## src/rtl/hba_pkg.sv

```systemverilog
// Shared HBA definitions: address widths, command-byte field positions and
// the command master's FSM state encoding.
package hba_pkg;

    localparam int unsigned HBA_DBUS_W    = 8;
    localparam int unsigned HBA_PERIPH_AW = 4;
    localparam int unsigned HBA_REG_AW    = 8;
    localparam int unsigned HBA_CMD_W     = 8;

    // byte0 = {rnw, len-1[2:0], periph[3:0]}
    localparam int unsigned RNW_BIT    = 7;
    localparam int unsigned LEN_MSB    = 6;
    localparam int unsigned LEN_LSB    = 4;
    localparam int unsigned PERIPH_MSB = 3;

    typedef enum logic [2:0] {
        StIdle    = 3'd0,
        StGetReg  = 3'd1,
        StGetData = 3'd2,
        StXfer    = 3'd3,
        StGap     = 3'd4,
        StSendRsp = 3'd5
    } hba_state_e;

    // Burst length 1..8 decoded from the length-minus-one field of byte0.
    function automatic logic [3:0] cmd_len(input logic [HBA_CMD_W-1:0] b);
        return {1'b0, b[LEN_MSB:LEN_LSB]} + 4'd1;
    endfunction

endpackage

```

## src/rtl/hba_ack_timer.sv

```systemverilog
// Loadable down-counter that strobes expired_o on its last enabled cycle;
// used by HBA masters to bound the wait for a slave acknowledge.
module hba_ack_timer #(
    parameter int unsigned Width = 8
) (
    input  logic             clk_i,
    input  logic             rst_i,
    input  logic             load_i,
    input  logic             en_i,
    input  logic [Width-1:0] load_val_i,
    output logic             expired_o
);

    logic [Width-1:0] count_q;

    always_ff @(posedge clk_i) begin
        if (rst_i) begin
            count_q <= '0;
        end else if (load_i) begin
            count_q <= load_val_i;
        end else if (en_i && (count_q != '0)) begin
            count_q <= count_q - Width'(1);
        end
    end

    assign expired_o = en_i && !load_i && (count_q == '0);

endmodule

```

## src/rtl/hba_cmd_master.sv

```systemverilog
// HBA bus master: decodes a byte-stream command channel into HBA read/write
// bursts with register auto-increment and returns read data as bytes.
module hba_cmd_master
    import hba_pkg::*;
#(
    parameter int unsigned DBUS_WIDTH        = HBA_DBUS_W,
    parameter int unsigned PERIPH_ADDR_WIDTH = HBA_PERIPH_AW,
    parameter int unsigned REG_ADDR_WIDTH    = HBA_REG_AW,
    parameter int unsigned TIMEOUT_CYCLES    = 255,
    parameter logic [7:0]  TIMEOUT_DATA      = 8'hEE
) (
    input  logic                                        hba_clk,
    input  logic                                        hba_reset,
    input  logic [HBA_CMD_W-1:0]                        cmd_data,
    input  logic                                        cmd_valid,
    output logic                                        cmd_ready,
    output logic [7:0]                                  rsp_data,
    output logic                                        rsp_valid,
    input  logic                                        rsp_ready,
    output logic                                        hba_rnw,
    output logic                                        hba_select,
    output logic [PERIPH_ADDR_WIDTH+REG_ADDR_WIDTH-1:0] hba_abus,
    output logic [DBUS_WIDTH-1:0]                       hba_dbus,
    input  logic [DBUS_WIDTH-1:0]                       hba_dbus_slave,
    input  logic                                        hba_xferack,
    output logic                                        timeout_err
);

    localparam int unsigned AW     = PERIPH_ADDR_WIDTH + REG_ADDR_WIDTH;
    localparam int unsigned TimerW = $clog2(TIMEOUT_CYCLES);

    hba_state_e          state_q;
    logic                cmd_ready_q;
    logic                rsp_valid_q;
    logic [7:0]          rsp_data_q;
    logic                rnw_q;
    logic                select_q;
    logic [AW-1:0]       abus_q;
    logic [DBUS_WIDTH-1:0] dbus_q;
    logic                timeout_err_q;
    logic [3:0]          rem_q;

    logic cmd_accept;
    logic tmr_expired;

    assign cmd_accept = cmd_valid && cmd_ready_q;

    // Timer sits preloaded outside XFER so every transfer gets the full window.
    hba_ack_timer #(
        .Width(TimerW)
    ) u_ack_timer (
        .clk_i     (hba_clk),
        .rst_i     (hba_reset),
        .load_i    (state_q != StXfer),
        .en_i      (state_q == StXfer),
        .load_val_i(TimerW'(TIMEOUT_CYCLES - 1)),
        .expired_o (tmr_expired)
    );

    always_ff @(posedge hba_clk) begin
        if (hba_reset) begin
            state_q       <= StIdle;
            cmd_ready_q   <= 1'b0;
            rsp_valid_q   <= 1'b0;
            rsp_data_q    <= '0;
            rnw_q         <= 1'b0;
            select_q      <= 1'b0;
            abus_q        <= '0;
            dbus_q        <= '0;
            timeout_err_q <= 1'b0;
            rem_q         <= '0;
        end else begin
            timeout_err_q <= 1'b0;
            unique case (state_q)
                StIdle: begin
                    cmd_ready_q <= 1'b1;
                    if (cmd_accept) begin
                        rnw_q                      <= cmd_data[RNW_BIT];
                        rem_q                      <= cmd_len(cmd_data);
                        abus_q[AW-1:REG_ADDR_WIDTH] <=
                            PERIPH_ADDR_WIDTH'(cmd_data[PERIPH_MSB:0]);
                        state_q                    <= StGetReg;
                    end
                end
                StGetReg: begin
                    if (cmd_accept) begin
                        abus_q[REG_ADDR_WIDTH-1:0] <= REG_ADDR_WIDTH'(cmd_data);
                        if (rnw_q) begin
                            cmd_ready_q <= 1'b0;
                            select_q    <= 1'b1;
                            state_q     <= StXfer;
                        end else begin
                            state_q <= StGetData;
                        end
                    end
                end
                StGetData: begin
                    if (cmd_accept) begin
                        dbus_q      <= DBUS_WIDTH'(cmd_data);
                        cmd_ready_q <= 1'b0;
                        select_q    <= 1'b1;
                        state_q     <= StXfer;
                    end
                end
                StXfer: begin
                    // Ack wins over a simultaneous expiry.
                    if (hba_xferack || tmr_expired) begin
                        select_q <= 1'b0;
                        dbus_q   <= '0;
                        rem_q    <= rem_q - 4'd1;
                        state_q  <= StGap;
                        if (!hba_xferack) begin
                            timeout_err_q <= 1'b1;
                        end
                        if (rnw_q) begin
                            rsp_data_q <= hba_xferack ? 8'(hba_dbus_slave) : TIMEOUT_DATA;
                        end
                    end
                end
                StGap: begin
                    abus_q[REG_ADDR_WIDTH-1:0] <=
                        abus_q[REG_ADDR_WIDTH-1:0] + REG_ADDR_WIDTH'(1);
                    if (rnw_q) begin
                        rsp_valid_q <= 1'b1;
                        state_q     <= StSendRsp;
                    end else if (rem_q != '0) begin
                        cmd_ready_q <= 1'b1;
                        state_q     <= StGetData;
                    end else begin
                        cmd_ready_q <= 1'b1;
                        state_q     <= StIdle;
                    end
                end
                StSendRsp: begin
                    if (rsp_ready) begin
                        rsp_valid_q <= 1'b0;
                        if (rem_q != '0) begin
                            select_q <= 1'b1;
                            state_q  <= StXfer;
                        end else begin
                            cmd_ready_q <= 1'b1;
                            state_q     <= StIdle;
                        end
                    end
                end
                default: begin
                    state_q <= StIdle;
                end
            endcase
        end
    end

    assign cmd_ready   = cmd_ready_q;
    assign rsp_valid   = rsp_valid_q;
    assign rsp_data    = rsp_data_q;
    assign hba_rnw     = rnw_q;
    assign hba_select  = select_q;
    assign hba_abus    = abus_q;
    assign hba_dbus    = dbus_q;
    assign timeout_err = timeout_err_q;

endmodule

```

## config.mk

```make
export PLATFORM = sky130hd
export DESIGN_NAME = hba_cmd_master
export DESIGN_NICKNAME = d
export VERILOG_FILES = /design/src/rtl/hba_pkg.sv /design/src/rtl/hba_ack_timer.sv /design/src/rtl/hba_cmd_master.sv
export SDC_FILE = /design/constraint.sdc
export NUM_CORES = 1
export LEC_CHECK = 0
export CAP_MARGIN = 25
export CORE_MARGIN = 5
export CORE_UTILIZATION = 40
export DETAILED_ROUTE_END_ITERATION = 8
export DONT_BUFFER_PORTS = 1
export PLACE_DENSITY = 0.57
export SLEW_MARGIN = 10
export SYNTH_ARGS = -nofsm -noshare
export SYNTH_HDL_FRONTEND = slang
export SYNTH_SLANG_ARGS = --single-unit
```

## constraint.sdc

```tcl
create_clock -name hba_clk -period 1.7 [get_ports hba_clk]
set_input_delay 0.34 -clock hba_clk [delete_from_list [all_inputs] [get_ports hba_clk]]
set_output_delay 0.34 -clock hba_clk [all_outputs]
set_load 0.1 [all_outputs]
```

==> results of run 1 <==
-- worst max path at each step --
stage | start | endpoint | slack [ns]
after floorplan | hba_abus[5]$_SDFFE_PP0P_ | hba_abus[7]$_SDFFE_PP0P_ | 0.05
after detailed placement | u_ack_timer.count_q[0]$_SDFFE_PP0P_ | rem_q[3]$_SDFFE_PP0P_ | -0.03
final | u_ack_timer.count_q[1]$_SDFFE_PP0P_ | rem_q[1]$_SDFFE_PP0P_ | -0.02
after CTS | u_ack_timer.count_q[0]$_SDFFE_PP0P_ | state_q[2]$_SDFFE_PP0P_ | 0.002
after global routing | u_ack_timer.count_q[1]$_SDFFE_PP0P_ | rem_q[1]$_SDFFE_PP0P_ | -0.06
after global placement | u_ack_timer.count_q[1]$_SDFFE_PP0P_ | rem_q[3]$_SDFFE_PP0P_ | 0.04
-- Yosys cell counts, drive strengths merged (2+ instances only) --
library cell  count
dfxtp            48
a21oi            32
nor2             22
o21ai            12
nand2            11
o221a             9
a22o              8
clkbuf            8
nand3             8
nor3              8
a211oi            7
buf               7
inv               7
mux2i             6
nand2b            6
xnor2             5
a2bb2oi           4
a311oi            4
ha                4
nand4             4
nor2b             4
nor4              4
or3               4
o31ai             3
a31oi             2
a32oi             2
and2              2
and3b             2
nand3b            2
nor3b             2
o22ai             2
-- per-layer routing --
metal | share of wire [%] | GRT usage, %
met5 | 0 | 0
met2 | 47 | 26.0
met3 | 5.1 | 4.35
met1 | 47 | 21.7
met4 | 1.3 | 5.02
-- state kept, by name, summed over array words and instances (netlist names) --
signal               count
rsp_valid                1
u_ack_timer.count_q      8
hba_rnw                  1
rsp_data                 8
rem_q                    4
hba_dbus                 8
hba_select               1
timeout_err              1
state_q                  3
cmd_ready                1
hba_abus                12
-- critical path: cells and delay by family (launching register included) --
kind / cells / cell delay [ns]
fa+ha+maj: 1 / 0.13
compound gates: 3 / 0.62
buf+inv: 1 / 0.06
simple gates: 1 / 0.48
flops: 1 / 0.33
-- stage by stage --
step	cell area, sq um	util (%)
6_report	2970	50.5
2_1_floorplan	2410	-
5_1_grt	2970	50.5
3_5_place_dp	2810	47.8
4_1_cts	2930	49.8
3_3_place_gp	2810	47.8
-- cell type report --
cell class / instances / area, sq um
Timing Repair Buffer: 52 / 403
Fill cell: 561 / 2910
Clock buffer: 6 / 72.6
Clock inverter: 2 / 35.0
Tap cell: 75 / 93.8
Sequential cell: 48 / 975
Multi-Input combinational cell: 195 / 1360
Inverter: 8 / 30.0
-- logic make-up (layout without fill, tap and decap cells) --
group	count (synthesis)	count (layout)	synth area share (%)
AOI/OAI and AO/OA	92	92	27.2
xor gates and xnor gates	6	6	2.19
adders and majority gates	4	4	2.09
buffers and inverters	23	68	4.34
DFF	48	48	40.1
muxes	6	6	2.51
and+or+nand+nor	87	87	21.5
-- timing repair --
action / 4_1_cts / 5_1_grt
setup buffers: 1 / 1
endpoints found under the setup margin: 3 / 19
gates resized for setup: 1 / 11
pin swaps: 3 / 5
hold buffers: 0 / 0
-- power groups by stage --
stage	Clock (mW)	Combinational, mW	Sequential, mW
final	0.814	2.30	1.54
after floorplan	0	1.11	2.13
after detailed placement	0	2.24	1.56
after global placement	0	2.24	1.56
after global routing	0.886	2.48	1.57
after CTS	0.843	2.25	1.53
==> results.cfg, run 1 <==
[power]
seqPwrFrac_pct = 33.0
sw_frac_of_total_pct = 44.6
comb_power_share_pct = 49.5
p_sw_mw = 2.08
clkPwrFrac_pct = 17.5
leakagePower_nw = 1.17
powerDensity_mw_per_mm2 = 1570
fin_total_pwr_mw = 4.66
p_int_mw = 2.58
irDropWorstVdd_uv = 763

[die]
rows = 28
die_w_um = 87.4
dieHeight_um = 87.4
die_area_sq_mm = 0.00763
start_util_pct = 40.7
ios = 54
core_sq_mm = 0.00589

[placed_design]
post-place-cells = 376
gp_congestion = 0.805
io_buffer_count = 0
place_ws_ns = -0.0320
dpl.hpwl_mm = 4.47

[sta]
report.final.slew_viol_count = 0
hold_violations = 0
fin_ws_ns = -0.0175
whs_ns = 0.0955
max-slew-margin-rel_pct = 74.7
clock.fmax_mhz = 582
rsz0062_at_grt = true
layout_min_cycle_time_ns = 1.72
setup_viol = 1
tns_ns = -0.0175
skew_ns = 0.0108
finalCritPeriodShare_pct = 101
worst_pin_slew_ns = 0.378

[finish]
final_cell_mix = buf_4, dfxtp_1, a21oi_1
final_common_cell = buf_4
n_antenna_cell = 0
area_growth_syn_to_layout_pct = 24.1
fin_cells = 386
drive_above_1_share_pct = 29.6
nets = 335

[route]
vias = 2190
dr.pass1.iters = 4
routed_wl_mm = 6.10
detail_route.iter0.violations = 94
vias_per_cell = 5.67
routedWlPerCell_um = 15.8
route.detailed.drc = 0
ant_nets = 0

[yosys]
ys_ff_latch = 48
synth_top_cell_by_area = dfxtp_1
netlist_area_sq_mm = 0.00239
ys.flop_type = dfxtp_1
postSynthCellCount = 266
ys_warn_count = 0
ys_seq_area_share_pct = 40.1
synth_area_per_cell_sq_um = 9.00
syn_nets = 291
synth_top_cell_area_share_pct = 40.1
yosysUniqueCellTypes = 58
synth-edff-count = 0
netlist_top_cells_area = dfxtp_1, a21oi_1, o221a_2
async_flop_share_pct = 0

[clock_network]
cts_max_level = 2
clk_path_buf_depth = 2
cts_buffers = 5
cts_tree = done
clk-insertion-delay-late_ns = 0.30
clock-sinks = 48
root_buffer = clkbuf_8
cts.clk_slew.worst_paths_ns = 0.09

[status]
outcome = complete, but fails checks
violations = negative setup slack

[worst_setup_path]
crit_chain = inv_2 > ha_4 > or4b_4 > o21ai_4 > a21oi_2 > a311oi_1
required_ns = 1.90
crit_type = flop to flop
r2r_end = rem_q[1]$_SDFFE_PP0P_
critPathMaxStageDelay_ns = 0.48
cp-end-kind = flop
r2r_start = u_ack_timer.count_q[1]$_SDFFE_PP0P_
cp.arrival_ns = 1.92
r2r_setup_slack_ns = -0.02
critPathSlowestCell = or4b_4
crit_path_start_kind = flop
reg2regPathDepth = 6
path_max_fanout = 8

[global_route]
antenna_found_initial = 0
track_usage_pct = 16.4
grt_overflow = 0
grt_max_degree = 34
grt_pass1_wl_mm = 9.96
grt_pass1_vias = 2014

[worst_hold_path]
min_to = hba_abus[2]$_SDFFE_PP0P_
hold_path_class = input pin to flop
min_from = hba_reset
min_path_cells = 1

[flow_run]
maxCapViolations = 0
Power figures use the tool's default switching activity.
==> inputs of run 2 (changes only) <==
--- a/config.mk
+++ b/config.mk
@@ -5,6 +5,7 @@
 export SDC_FILE = /design/constraint.sdc
 export NUM_CORES = 1
 export LEC_CHECK = 0
+export ABC_AREA = 0
 export CAP_MARGIN = 25
 export CORE_MARGIN = 5
 export CORE_UTILIZATION = 40
@@ -14,4 +15,5 @@
 export SLEW_MARGIN = 10
 export SYNTH_ARGS = -nofsm -noshare
 export SYNTH_HDL_FRONTEND = slang
+export SYNTH_HIERARCHICAL = 1
 export SYNTH_SLANG_ARGS = --single-unit
==> run 2 against run 1 <==
  * The run still ends with negative setup slack left
  * Synthesized cell count increased by 15%
  * Highest routed layer unchanged
  * Worst hold slack improved by 0.0035 ns
  * Cell count increased by 15%
  * Sequential power decreased by 22%
  * Flip-flop and latch count unchanged
  * Critical path depth increased by 3
  * Design area increased by 16%
  * Global-route usage increased by 1.7 points
==> results.cfg, run 2 <==
[worst_setup_path]
crit_chain = inv_2 > ha_4 > or4b_4 > nor2_4 > buf_6 > o21ai_4 > a21o_4 > a22oi_2 > nor2_1
r2r_setup_slack_ns = -0.21
crit_type = flop to flop
r2r_start = u_ack_timer/count_q[1]$_SDFFE_PP0P_
crit_path_start_kind = flop
path_max_fanout = 8
critPathMaxStageDelay_ns = 0.49
cp.arrival_ns = 2.11
required_ns = 1.90
critPathSlowestCell = or4b_4
r2r_end = hba_dbus[5]$_SDFFE_PP0P_
reg2regPathDepth = 9
cp-end-kind = flop

[global_route]
grt_max_degree = 47
grt_pass1_vias = 2288
track_usage_pct = 18.1
antenna_found_initial = 0
grt_pass1_wl_mm = 11.3
grt_overflow = 0

[die]
dieHeight_um = 89.5
core_sq_mm = 0.00624
rows = 29
die_w_um = 89.5
ios = 54
die_area_sq_mm = 0.00801
start_util_pct = 40.5

[route]
routed_wl_mm = 7.01
dr.pass1.iters = 4
detail_route.iter0.violations = 123
ant_nets = 0
routedWlPerCell_um = 15.8
route.detailed.drc = 0
vias = 2481
vias_per_cell = 5.59

[yosys]
yosys.cell_count.top_type = dfxtp_1
async_flop_share_pct = 0
ys_seq_area_share_pct = 38.0
synth-edff-count = 0
synth_top_cells_by_count = dfxtp_1, nor2_1, nand2_1, inv_1
ys_ff_latch = 48
postSynthCellCount = 307
ys.flop_type = dfxtp_1
ys_warn_count = 6
synth_top_cell_by_area = dfxtp_1
synth_area_per_cell_sq_um = 8.23
netlist_area_sq_mm = 0.00253
yosysUniqueCellTypes = 62
synth_top_cell_area_share_pct = 38.0
netlist_top_cells_area = dfxtp_1, nor2_1, a311oi_1

[clock_network]
cts.clk_slew.worst_paths_ns = 0.09
clk-insertion-delay-late_ns = 0.30
cts_max_level = 2
clk_path_buf_depth = 2
postCtsHoldBufs = 0
clock-sinks = 48
cts_buffers = 5
root_buffer = clkbuf_8
cts_tree = done

[sta]
setup_viol = 29
skew_ns = 0.00560
rsz0062_at_grt = true
worst_pin_slew_ns = 0.524
hold_violations = 0
tns_ns = -3.74
report.final.slew_viol_count = 0
fin_ws_ns = -0.209
clock.fmax_mhz = 524
max-slew-margin-rel_pct = 64.9
layout_min_cycle_time_ns = 1.91
finalCritPeriodShare_pct = 112

[finish]
drive_above_1_share_pct = 37.6
final_util_pct = 55.2
area_growth_syn_to_layout_pct = 36.2
final_cell_mix = buf_4, dfxtp_1, nor2_1
fin_cells = 444
n_antenna_cell = 0
design_area_sq_mm = 0.00344
nets = 391
largest_register_ffs = 12
final_common_cell = buf_4

[flow_run]
maxCapViolations = 0

[power]
leakagePower_nw = 1.33
irDropWorstVdd_uv = 477
powerDensity_mw_per_mm2 = 704

[worst_hold_path]
min_from = hba_reset
min_to = u_ack_timer/count_q[3]$_SDFFE_PP0P_
min_path_cells = 1
hold_path_class = input pin to flop

[placed_design]
io_buffer_count = 0
place_ws_ns = -0.329
gp_congestion = 0.833
post-place-cells = 425
dpl.hpwl_mm = 4.76
placed_cell_area_sq_mm = 0.00301

[status]
outcome = complete, but fails checks
violations = negative setup slack
[run 2: cell count changes in the layout (fill, tap and decap cells not counted), moves of 10 or more]
cell,before,now
a21oi_1,30,9
nor2_1,20,33
inv_1,5,16
nand2_1,11,22
buf_4,51,61
[run 2: timing repair]
action,4_1_cts,5_1_grt
gates resized for setup,27,26
buffers inserted,8,3
gates cloned,1,0
setup endpoints to repair,27,39
pin swaps,21,19
[run 2: per-layer routing]
metal	part of all wire (%)	routed length (um)	GRT usage, %	vias up
li1	-	-	-	1243
met1	46	3230	24.4	1167
met2	46	3230	28.4	65
met3	6.7	470	4.70	6
met4	1.1	77	5.28	0
met5	0	0	0	-
[run 2: metrics by stage]
step                      total power, mW  hold WS [ns]
after floorplan                      1.58         0.482
after global routing                 2.55        0.0748
final                                2.42        0.0989
after CTS                            2.42        0.0873
after global placement               1.66         0.413
after detailed placement             1.66         0.414
[run 2: worst max path at each step]
stage                                   startpoint                  endpoint  slack (ns)  cells past startpoint
2_1_floorplan              state_q[2]$_SDFFE_PP0P_  rsp_data[6]$_SDFFE_PP0P_       -0.34                     12
3_3_place_gp   u_ack_timer/count_q[1]$_SDFFE_PP0P_     rem_q[3]$_SDFFE_PP0P_       -0.26                      8
3_5_place_dp   u_ack_timer/count_q[1]$_SDFFE_PP0P_     rem_q[3]$_SDFFE_PP0P_       -0.33                      8
4_1_cts                    state_q[2]$_SDFFE_PP0P_     rem_q[3]$_SDFFE_PP0P_       -0.18                      8
5_1_grt        u_ack_timer/count_q[1]$_SDFFE_PP0P_  hba_dbus[5]$_SDFFE_PP0P_       -0.28                      9
6_report       u_ack_timer/count_q[1]$_SDFFE_PP0P_  hba_dbus[5]$_SDFFE_PP0P_       -0.21                      9
[run 2: layout make-up]
cell class | count | area, sq um
fillers | 604 | 2800
clock buffers | 6 | 82.6
well taps | 77 | 96.3
clock inverters | 2 | 15.0
multi-input cells | 227 | 1690
inverters | 21 | 97.6
repair buffers | 63 | 480
flip-flops and latches | 48 | 977
[run 2: kinds of logic after synthesis]
logic type	Yosys count	share of synthesized area, %
and+or+nand+nor	119	24.8
AOI/OAI and AO/OA	83	23.6
DFF	48	38.0
buffers and inverters	39	6.78
muxes	9	3.56
adders and majority gates	4	1.98
xor gates and xnor gates	3	1.04
other	2	0.297
[run 2: worst max-delay path, delay by kind of cell (launching register included)]
kind,cells,cell delay [ns]
buffers and inverters,2,0.19
adders and majority gates,1,0.12
and+or+nand+nor,3,0.67
DFF,1,0.33
AOI/OAI and AO/OA,3,0.50
[run 2: where the power goes]
group          internal (mW)  leakage (nW)  switching (mW)  total (mW)
Combinational          0.171         0.891           0.325       0.495
Sequential              1.17         0.396          0.0372        1.20
Clock                  0.330        0.0434           0.395       0.724
Total                   1.67          1.33           0.756        2.42
==> inputs of run 3 (changes only) <==
--- a/config.mk
+++ b/config.mk
@@ -7,11 +7,14 @@
 export LEC_CHECK = 0
 export ABC_AREA = 0
 export CAP_MARGIN = 25
+export CELL_PAD_IN_SITES_DETAIL_PLACEMENT = 0
+export CELL_PAD_IN_SITES_GLOBAL_PLACEMENT = 1
+export CORE_ASPECT_RATIO = 0.6
 export CORE_MARGIN = 5
 export CORE_UTILIZATION = 40
 export DETAILED_ROUTE_END_ITERATION = 8
 export DONT_BUFFER_PORTS = 1
-export PLACE_DENSITY = 0.57
+export PLACE_DENSITY = 0.73
 export SLEW_MARGIN = 10
 export SYNTH_ARGS = -nofsm -noshare
 export SYNTH_HDL_FRONTEND = slang
==> run 3 against run 2 <==
  * The flow still finishes with violations (negative setup slack)
  * Core utilization rose by 1.1 points
  * Sequential share of layout area rose by 0.052 points
  * Worst setup slack got worse by 0.079 ns
  * First-iteration DRC count rose by 88%
  * Fmax fell by 4.0%
  * Flip-flop and latch count did not move
  * Highest routed layer unchanged
  * Design area fell by 0.18%
  * Non-clock buffer count rose by 1
  * Die area rose by 0.65%
  * Routed wire length rose by 7.5%
  * Worst hold slack got worse by 0.015 ns
==> results.cfg, run 3 (synthesis results as in run 2) <==
[clock_network]
clk_path_buf_depth = 2
root_buffer = clkbuf_8
cts_buffers = 5
cts_tree = done
clk-insertion-delay-late_ns = 0.30
cts_max_level = 2
clock-sinks = 48
cts.clk_slew.worst_paths_ns = 0.09

[finish]
area_growth_syn_to_layout_pct = 35.9
final_cell_mix = buf_4, dfxtp_1, nor2_1
n_antenna_cell = 0
fin_cells = 452
final_common_cell = buf_4
drive_above_1_share_pct = 36.4
final_util_pct = 56.2
nets = 392
largest_register_ffs = 12

[global_route]
antenna_found_initial = 0
grt_pass1_vias = 2285
grt_overflow = 0
grt_max_degree = 47
track_usage_pct = 17.7
grt_pass1_wl_mm = 11.6

[sta]
rsz0062_at_grt = true
hold_violations = 0
report.final.slew_viol_count = 0
clock.fmax_mhz = 503
setup_viol = 29
finalCritPeriodShare_pct = 117
whs_ns = 0.0835
skew_ns = 0.00722
fin_ws_ns = -0.288
layout_min_cycle_time_ns = 1.99

[power]
leakagePower_nw = 1.34
irDropWorstVdd_uv = 350
powerDensity_mw_per_mm2 = 710

[route]
vias = 2535
route.detailed.drc = 0
routed_wl_mm = 7.54
ant_nets = 0
detail_route.iter0.violations = 231
dr.pass1.iters = 4
routedWlPerCell_um = 16.7
vias_per_cell = 5.61

[status]
outcome = complete, but fails checks
violations = negative setup slack

[placed_design]
post-place-cells = 433
dpl.hpwl_mm = 4.89
gp_congestion = 0.822
io_buffer_count = 0

[worst_setup_path]
path_max_fanout = 4
required_ns = 1.92
crit_type = flop to flop
crit_path_start_kind = flop
cp-end-kind = flop
cp.arrival_ns = 2.21

[die]
dieHeight_um = 71.6
core_sq_mm = 0.00611
die_w_um = 113
rows = 22
start_util_pct = 41.4
ios = 54
die_area_sq_mm = 0.00806

[worst_hold_path]
hold_path_class = input pin to flop

[flow_run]
maxCapViolations = 0
[run 3: cell count changes in the layout (fill, tap and decap cells not counted), moves of 2 or more]
cell,before,now
nand3_2,4,2
a21oi_1,9,12
and3_2,0,2
a22oi_2,8,6
nand3_1,5,7
a21oi_2,3,0
and3_1,3,1
a22oi_1,1,3
buf_6,2,5
buf_4,61,59
[run 3: critical path, stage by stage (launching register included)]
cell      delay, ns
dfxtp_2        0.35
and3b_2        0.26
nand2b_1       0.10
nand3b_1       0.18
nor2_4         0.07
buf_4          0.13
buf_6          0.11
nor4b_4        0.21
o21ai_1        0.14
buf_4          0.16
a311oi_1       0.19
[run 3: repair_timing]
action,in CTS,in global routing
gates cloned,1,0
setup endpoints to repair,26,39
resized for setup,19,28
endpoints found under the hold margin,0,0
pin swaps,13,11
setup buffers,5,5
hold buffers,0,0
[run 3: report_power, final]
group          internal [mW]  total, mW  switching, mW
sequential              1.17       1.20         0.0379
clock                  0.332      0.731          0.399
combinational          0.175      0.504          0.329
[run 3: per-layer routing]
| metal | GRT usage, % | share of wire [%] |
|---|---|---|
| met1 | 26.9 | 50 |
| met3 | 5.49 | 8.2 |
| met5 | 0 | 0 |
| met2 | 24.6 | 42 |
| met4 | 3.33 | 0.62 |
[run 3: final timing paths]
check	from	endpoint	slack, ns	cells past startpoint
max	state_q[2]$_SDFFE_PP0P_	state_q[0]$_SDFFE_PP0P_	-0.29	10
min	hba_reset	u_ack_timer/count_q[0]$_SDFFE_PP0P_	0.08	1
max reg2reg	state_q[2]$_SDFFE_PP0P_	state_q[0]$_SDFFE_PP0P_	-0.29	10
min reg2reg	rsp_data[0]$_SDFFE_PP0P_	rsp_data[0]$_SDFFE_PP0P_	0.47	2
[run 3: cell type report]
| type | count | area, sq um |
|---|---|---|
| Fill cell | 576 | 2680 |
| Sequential cell | 48 | 977 |
| Multi-Input combinational cell | 227 | 1660 |
| Inverter | 21 | 96.3 |
| Clock inverter | 1 | 7.51 |
| Timing Repair Buffer | 64 | 499 |
| Tap cell | 84 | 105 |
| Clock buffer | 7 | 86.3 |
[run 3: metrics by stage]
step	cell area (sq um)	setup slack, ns	setup TNS [ns]	power [mW]
6_report	3440	-0.288	-4.40	2.44
5_1_grt	3440	-0.350	-7.04	2.54
3_5_place_dp	3030	-0.292	-4.95	1.67
2_1_floorplan	2640	-0.343	-4.42	1.58
4_1_cts	3250	-0.177	-3.34	2.42
3_3_place_gp	3030	-0.266	-4.41	1.67
